$ cat config.mk
export PLATFORM = sky130hd
export DESIGN_NAME = motion_frame_ctrl
export DESIGN_NICKNAME = d
export VERILOG_FILES = /design/src/rtl/motion_pkg.sv /design/src/rtl/motion_frame_ctrl_box_qualify.sv /design/src/rtl/motion_frame_ctrl.sv
export SDC_FILE = /design/constraint.sdc
export NUM_CORES = 1
export LEC_CHECK = 0
export ABC_CLOCK_PERIOD_IN_PS = 5500
export CAP_MARGIN = 20
export CORE_MARGIN = 5
export CORE_UTILIZATION = 56
export DETAILED_ROUTE_END_ITERATION = 10
export GPL_ROUTABILITY_DRIVEN = 0
export GPL_TIMING_DRIVEN = 0
export HOLD_SLACK_MARGIN = 0.02
export PLACE_DENSITY = 0.94
export REMOVE_ABC_BUFFERS = 1
export SLEW_MARGIN = 0
export SYNTH_ARGS = -nofsm -noshare
export SYNTH_HDL_FRONTEND = slang
export SYNTH_HIERARCHICAL = 1
export SYNTH_SLANG_ARGS = --single-unit
$ cat constraint.sdc
create_clock -name clk -period 5.5 [get_ports clk]
set_clock_uncertainty 0.15 [all_clocks]
set_input_delay 0.55 -clock clk [delete_from_list [all_inputs] [get_ports clk]]
set_output_delay 0.55 -clock clk [all_outputs]
set_load 0.01 [all_outputs]
$ cat src/rtl/motion_pkg.sv
// Shared types for the frame-difference motion sequencer: FSM encoding,
// coordinate width and the bounding-box record.
package motion_pkg;

  localparam int COORD_W = 10;
  localparam int CNT_W   = 16;

  typedef enum logic [1:0] {
    ST_IDLE   = 2'd0,
    ST_WARMUP = 2'd1,
    ST_QUIET  = 2'd2,
    ST_ALARM  = 2'd3
  } state_t;

  typedef struct packed {
    logic [COORD_W-1:0] x_min;
    logic [COORD_W-1:0] x_max;
    logic [COORD_W-1:0] y_min;
    logic [COORD_W-1:0] y_max;
  } box_t;

  localparam int BOX_W = $bits(box_t);

endpackage

$ cat src/rtl/motion_frame_ctrl_box_qualify.sv
// Combinational box validity check and candidate-box datapath.
// Optional feature: MOTION_BOX_SMOOTH_EN averages consecutive valid boxes.
module box_qualify
  import motion_pkg::*;
#(
  parameter int IMG_WIDTH  = 640,
  parameter int IMG_HEIGHT = 480,
  parameter int MIN_W      = 4,
  parameter int MIN_H      = 4
) (
  input  logic [BOX_W-1:0] box_new,
  input  logic [BOX_W-1:0] box_old,
  input  logic             old_valid,
  output logic             valid,
  output logic [BOX_W-1:0] box_next
);

`ifdef MOTION_BOX_SMOOTH_EN
  localparam bit SMOOTH = 1'b1;
`else
  localparam bit SMOOTH = 1'b0;
`endif

  box_t bn;
  box_t bo;
  box_t avg_box;
  logic empty;

  function automatic logic span_ok(input logic [COORD_W-1:0] lo,
                                   input logic [COORD_W-1:0] hi,
                                   input int min_len);
    logic [COORD_W:0] len;
    len = {1'b0, hi} - {1'b0, lo} + (COORD_W+1)'(1);
    return (lo <= hi) && (len >= (COORD_W+1)'(min_len));
  endfunction

  function automatic logic [COORD_W-1:0] avg(input logic [COORD_W-1:0] a,
                                             input logic [COORD_W-1:0] b);
    logic [COORD_W:0] s;
    s = {1'b0, a} + {1'b0, b};
    return s[COORD_W:1];
  endfunction

  assign bn = box_new;
  assign bo = box_old;

  // A box anchored at the sentinel column/line lies outside the image.
  assign empty = (bn.x_min == COORD_W'(IMG_WIDTH)) || (bn.y_min == COORD_W'(IMG_HEIGHT));

  assign valid = !empty && span_ok(bn.x_min, bn.x_max, MIN_W)
                        && span_ok(bn.y_min, bn.y_max, MIN_H);

  always_comb begin
    avg_box.x_min = avg(bo.x_min, bn.x_min);
    avg_box.x_max = avg(bo.x_max, bn.x_max);
    avg_box.y_min = avg(bo.y_min, bn.y_min);
    avg_box.y_max = avg(bo.y_max, bn.y_max);
  end

  assign box_next = (SMOOTH && old_valid) ? avg_box : bn;

endmodule

$ cat src/rtl/motion_frame_ctrl.sv
// Per-frame warm-up/quiet/alarm sequencer: samples the box at each vsync
// falling edge, schedules background writes, publishes a latched box.
// Optional feature: MOTION_BOX_SMOOTH_EN (handled in box_qualify).
module motion_frame_ctrl
  import motion_pkg::*;
#(
  parameter int IMG_WIDTH        = 640,
  parameter int IMG_HEIGHT       = 480,
  parameter int WARMUP_FRAMES    = 4,
  parameter int ON_FRAMES        = 2,
  parameter int OFF_FRAMES       = 8,
  parameter int MIN_W            = 4,
  parameter int MIN_H            = 4,
  parameter int BG_UPDATE_PERIOD = 16
) (
  input  logic        clk,
  input  logic        rst_n,
  input  logic        enable,
  input  logic        vsync_i,
  input  logic [9:0]  box_x_min_i,
  input  logic [9:0]  box_x_max_i,
  input  logic [9:0]  box_y_min_i,
  input  logic [9:0]  box_y_max_i,
  output logic        bg_wr_en,
  output logic        motion_alarm,
  output logic        box_valid,
  output logic [9:0]  box_x_min_o,
  output logic [9:0]  box_x_max_o,
  output logic [9:0]  box_y_min_o,
  output logic [9:0]  box_y_max_o,
  output logic [15:0] frame_cnt,
  output logic [1:0]  state_o
);

  state_t           state, state_nxt;
  logic             vsync_d1;
  logic             fe;
  logic [CNT_W-1:0] warm_cnt, warm_nxt;
  logic [CNT_W-1:0] on_cnt, on_nxt;
  logic [CNT_W-1:0] off_cnt, off_nxt;
  logic [CNT_W-1:0] bg_cnt, bg_cnt_nxt;
  logic [15:0]      frame_nxt;
  logic             bg_wr_nxt;
  logic             box_valid_nxt;
  box_t             box_q, box_nxt, box_in;
  logic             cand_valid;
  logic [BOX_W-1:0] cand_box;

  assign fe     = vsync_d1 && !vsync_i;
  assign box_in = {box_x_min_i, box_x_max_i, box_y_min_i, box_y_max_i};

  box_qualify #(
    .IMG_WIDTH (IMG_WIDTH),
    .IMG_HEIGHT(IMG_HEIGHT),
    .MIN_W     (MIN_W),
    .MIN_H     (MIN_H)
  ) u_qualify (
    .box_new  (box_in),
    .box_old  (box_q),
    .old_valid(box_valid),
    .valid    (cand_valid),
    .box_next (cand_box)
  );

  always_comb begin
    state_nxt     = state;
    warm_nxt      = warm_cnt;
    on_nxt        = on_cnt;
    off_nxt       = off_cnt;
    bg_cnt_nxt    = bg_cnt;
    frame_nxt     = frame_cnt;
    bg_wr_nxt     = bg_wr_en;
    box_valid_nxt = box_valid;
    box_nxt       = box_q;

    // Box publication happens on every frame event once past warm-up.
    if (fe && (state == ST_QUIET || state == ST_ALARM)) begin
      box_valid_nxt = cand_valid;
      if (cand_valid) box_nxt = cand_box;
    end

    if (fe && state != ST_IDLE) frame_nxt = frame_cnt + 16'd1;

    case (state)
      ST_IDLE: state_nxt = ST_WARMUP;
      ST_WARMUP: if (fe) begin
        bg_wr_nxt = 1'b1;
        warm_nxt  = warm_cnt + 1'b1;
        if (warm_cnt == CNT_W'(WARMUP_FRAMES - 1)) begin
          state_nxt = ST_QUIET;
          warm_nxt  = '0;
        end
      end
      ST_QUIET: if (fe) begin
        if (bg_cnt == CNT_W'(BG_UPDATE_PERIOD - 1)) begin
          bg_cnt_nxt = '0;
          bg_wr_nxt  = 1'b1;
        end else begin
          bg_cnt_nxt = bg_cnt + 1'b1;
          bg_wr_nxt  = 1'b0;
        end
        if (!cand_valid) begin
          on_nxt = '0;
        end else if (on_cnt == CNT_W'(ON_FRAMES - 1)) begin
          state_nxt = ST_ALARM;
          on_nxt    = '0;
          bg_wr_nxt = 1'b0;
        end else begin
          on_nxt = on_cnt + 1'b1;
        end
      end
      ST_ALARM: if (fe) begin
        if (cand_valid) begin
          off_nxt = '0;
        end else if (off_cnt == CNT_W'(OFF_FRAMES - 1)) begin
          state_nxt  = ST_QUIET;
          off_nxt    = '0;
          bg_cnt_nxt = '0;
        end else begin
          off_nxt = off_cnt + 1'b1;
        end
      end
      default: state_nxt = ST_IDLE;
    endcase

    // Disable dominates any simultaneous frame event.
    if (!enable) begin
      state_nxt     = ST_IDLE;
      warm_nxt      = '0;
      on_nxt        = '0;
      off_nxt       = '0;
      bg_cnt_nxt    = '0;
      frame_nxt     = '0;
      bg_wr_nxt     = 1'b0;
      box_valid_nxt = 1'b0;
      box_nxt       = '0;
    end
  end

  always_ff @(posedge clk) begin
    if (!rst_n) begin
      state     <= ST_IDLE;
      vsync_d1  <= 1'b0;
      warm_cnt  <= '0;
      on_cnt    <= '0;
      off_cnt   <= '0;
      bg_cnt    <= '0;
      frame_cnt <= '0;
      bg_wr_en  <= 1'b0;
      box_valid <= 1'b0;
      box_q     <= '0;
    end else begin
      state     <= state_nxt;
      vsync_d1  <= vsync_i;
      warm_cnt  <= warm_nxt;
      on_cnt    <= on_nxt;
      off_cnt   <= off_nxt;
      bg_cnt    <= bg_cnt_nxt;
      frame_cnt <= frame_nxt;
      bg_wr_en  <= bg_wr_nxt;
      box_valid <= box_valid_nxt;
      box_q     <= box_nxt;
    end
  end

  assign motion_alarm = (state == ST_ALARM);
  assign state_o      = state;
  assign box_x_min_o  = box_q.x_min;
  assign box_x_max_o  = box_q.x_max;
  assign box_y_min_o  = box_q.y_min;
  assign box_y_max_o  = box_q.y_max;

endmodule

==> metrics.txt <==
Critical Path Source Type primary input; Placed Area 8360 um^2; critical path arrival approximately 5.3 ns; initial antenna violation count 0; worst-margin pin slew 0.793 ns; root buffer cell clkbuf_16; placed insts 1129; multi-input logic area around 4400 um^2; DP HPWL 12.6 mm; Async SR Flop Fraction 0%; maximum clock frequency between 150 and 200 MHz; post-CTS setup repair buffer count 0; final wirelength between 15 and 20 mm; Reg area roughly 2500 um^2; # rows 42; Hold Vio Cnt, Final 0; # port buffers between 100 and 150; Seq/Total Area, Yosys between 30% and 40%; CTS max path bufs 2; Layout Utilization 68.6%; Worst Hold Depth 2; endpoints failing setup 0; Layout area overhead 20.7%; Post-DRT Antenna Nets 0; total clock sinks approximately 130; drt drc 0; Worst Setup Path Type in -> reg; Critical Path RT about 5.7 ns; Mean Syn Cell Area around 8.2 um^2; power per cell area ~260 nW/um^2; RSZ-0062 raised after global routing false; crit share post-route 92.7%; Peak supply drop 0.000159 V; post_cts resized 0; Die X between 100 and 150 um; Rel. slew slack 46.6%; post-synth cell types roughly 70; via count approximately 6600; hold_buf cts 0; largest net degree at the start of global routing 44; max_cap viols 0; layout cell share with drive strength beyond 1 around 5.8%; Fin Hold WS ~0.30 ns; initial core utilization 56.8%; status complete, no violations; n_diodes 0; DR vias/cell roughly 5.6; commonest non-fill, non-tap cell in the layout dfxtp_1; router iterations before antenna repair 5; IO Count about 110; Max Slew Vio Count 0; core footprint 13100 um^2; Final Instance Count excl. Fillers between 1000 and 1500; Overflow after GRT 0; die area 15700 um^2; Yosys reg bits between 100 and 150; commonest cells after routing, fill and taps aside 125 x dfxtp_1, 124 x nand2_1, 104 x clkdlybuf4s50_1, 92 x nor2_1, 65 x a21oi_1; Finished Cell Area ~9000 um^2; synth warn 6; Die Ht around 130 um; number of flops mapped to enable cells by yosys 0; clock-pin slew on the worst setup and hold paths approximately 0.050 ns; clock buffer count from CTS 17; worst hold path class reg -> reg; fillcell total 1014; Pleak about 3.3 nW; Clock Latency Late Sink approximately 0.42 ns; drt first-iter violations ~430; CP max FO 14; synthesized area 7460 um^2; Layout Nets around 1100; GRT Util Overall approximately 22%; CTS tree yes; vias in the first global route around 6300; Fin Setup TNS 0 ns; Synth Flop Type dfxtp_1; first-pass GRT wire length approximately 29 mm; post-layout minimum cycle time slightly above 5 ns; CP endpoint kind flip-flop; htree depth 4; Gate Count Post-Synth about 900; wire per inst approximately 15 um; r2r worst-path depth 7
per-stage QoR:
stage	worst slack (ns)	power (mW)
floorplan	0.719	1.10
global placement	-1.26	1.18
detailed placement	-0.293	1.19
CTS	0.125	2.35
global route	0.114	2.43
finish	0.399	2.35
Yosys cell counts (5+ instances only):
| library cell | number | share of area [%] |
|---|---|---|
| a21o_1 | 7 | 0.70 |
| a21oi_1 | 65 | 4.4 |
| a31oi_1 | 6 | 0.50 |
| and2_1 | 5 | 0.42 |
| and3_1 | 6 | 0.50 |
| and4_1 | 10 | 1.2 |
| buf_4 | 40 | 4.0 |
| clkbuf_1 | 24 | 1.2 |
| dfxtp_1 | 125 | 34 |
| ha_1 | 62 | 10 |
| inv_1 | 55 | 2.8 |
| nand2_1 | 125 | 6.3 |
| nand3_1 | 23 | 1.5 |
| nand4_1 | 35 | 2.9 |
| nor2_1 | 94 | 4.7 |
| nor2b_1 | 5 | 0.42 |
| nor3_1 | 27 | 1.8 |
| nor4_1 | 16 | 1.3 |
| nor4b_1 | 5 | 0.59 |
| o21a_1 | 7 | 0.70 |
| o21ai_0 | 22 | 1.5 |
| or3_1 | 5 | 0.42 |
| xnor2_1 | 34 | 4.0 |
| xor2_1 | 38 | 4.5 |
where the power goes:
part	switching, mW	internal, mW	leakage (nW)
sequential	0.00195	0.907	1.01
clock	0.401	0.765	0.300
combinational	0.153	0.119	1.99
layer usage:
| layer | vias to the layer above | routed length (um) | GRT usage (%) |
|---|---|---|---|
| li1 | 3242 | - | - |
| met1 | 3060 | 7520 | 25.7 |
| met2 | 213 | 8810 | 38.6 |
| met3 | 42 | 881 | 5.42 |
| met4 | 0 | 478 | 8.29 |
| met5 | - | 0 | 0 |
worst max-delay path: stages:
cell and delay, ns:
clkdlybuf4s50_1 0.57, inv_1 0.10, ha_1 0.32, inv_1 0.07
ha_1 0.18, inv_1 0.06, fa_1 0.42, nor2b_4 0.16
o31a_1 0.17, o21a_1 0.13, nor2_1 0.05, xnor2_1 0.12
nor4_1 0.39, a41oi_2 0.37, or4_4 0.52, o41a_4 0.47
nor2_2 0.20, o21ai_0 0.13, a32o_1 0.28
worst paths after layout:
kind	start	endpoint	slack, ns
worst max-delay path	box_x_max_i[1]	bg_cnt[9]	0.40
worst min-delay path	box_x_max_o[6]	box_x_max_o[6]	0.30
worst max register to register	off_cnt[0]	off_cnt[12]	2.52
worst min register to register	box_x_max_o[6]	box_x_max_o[6]	0.30
kinds of logic (layout without fill, tap and decap cells):
| family | count (synthesis) | after routing | share of synthesized area, % |
|---|---|---|---|
| flip-flops | 125 | 125 | 33.5 |
| multiplexers | 3 | 3 | 0.419 |
| buffers and inverters | 123 | 195 | 8.47 |
| XOR/XNOR | 72 | 72 | 8.45 |
| AND/OR/NAND/NOR | 387 | 388 | 26.2 |
| adder cells (fa/ha/maj) | 66 | 66 | 11.5 |
| AO/OA/AOI/OAI | 138 | 138 | 11.5 |
flip-flops by register name, summed over array words and instances (netlist names), 16 cells and up:
signal and cells:
on_cnt 16, warm_cnt 16, frame_cnt 16, bg_cnt 16
off_cnt 16
layout make-up:
type                       count  area share [%]
timing repair buffer         108            12.2
tap                          176            2.44
multi-input combinational    667            48.4
clock inverter                12            1.88
clock buffer                  20            4.96
inverter                      55            2.29
sequential                   125            27.8
(Power assumes the default switching activity.)
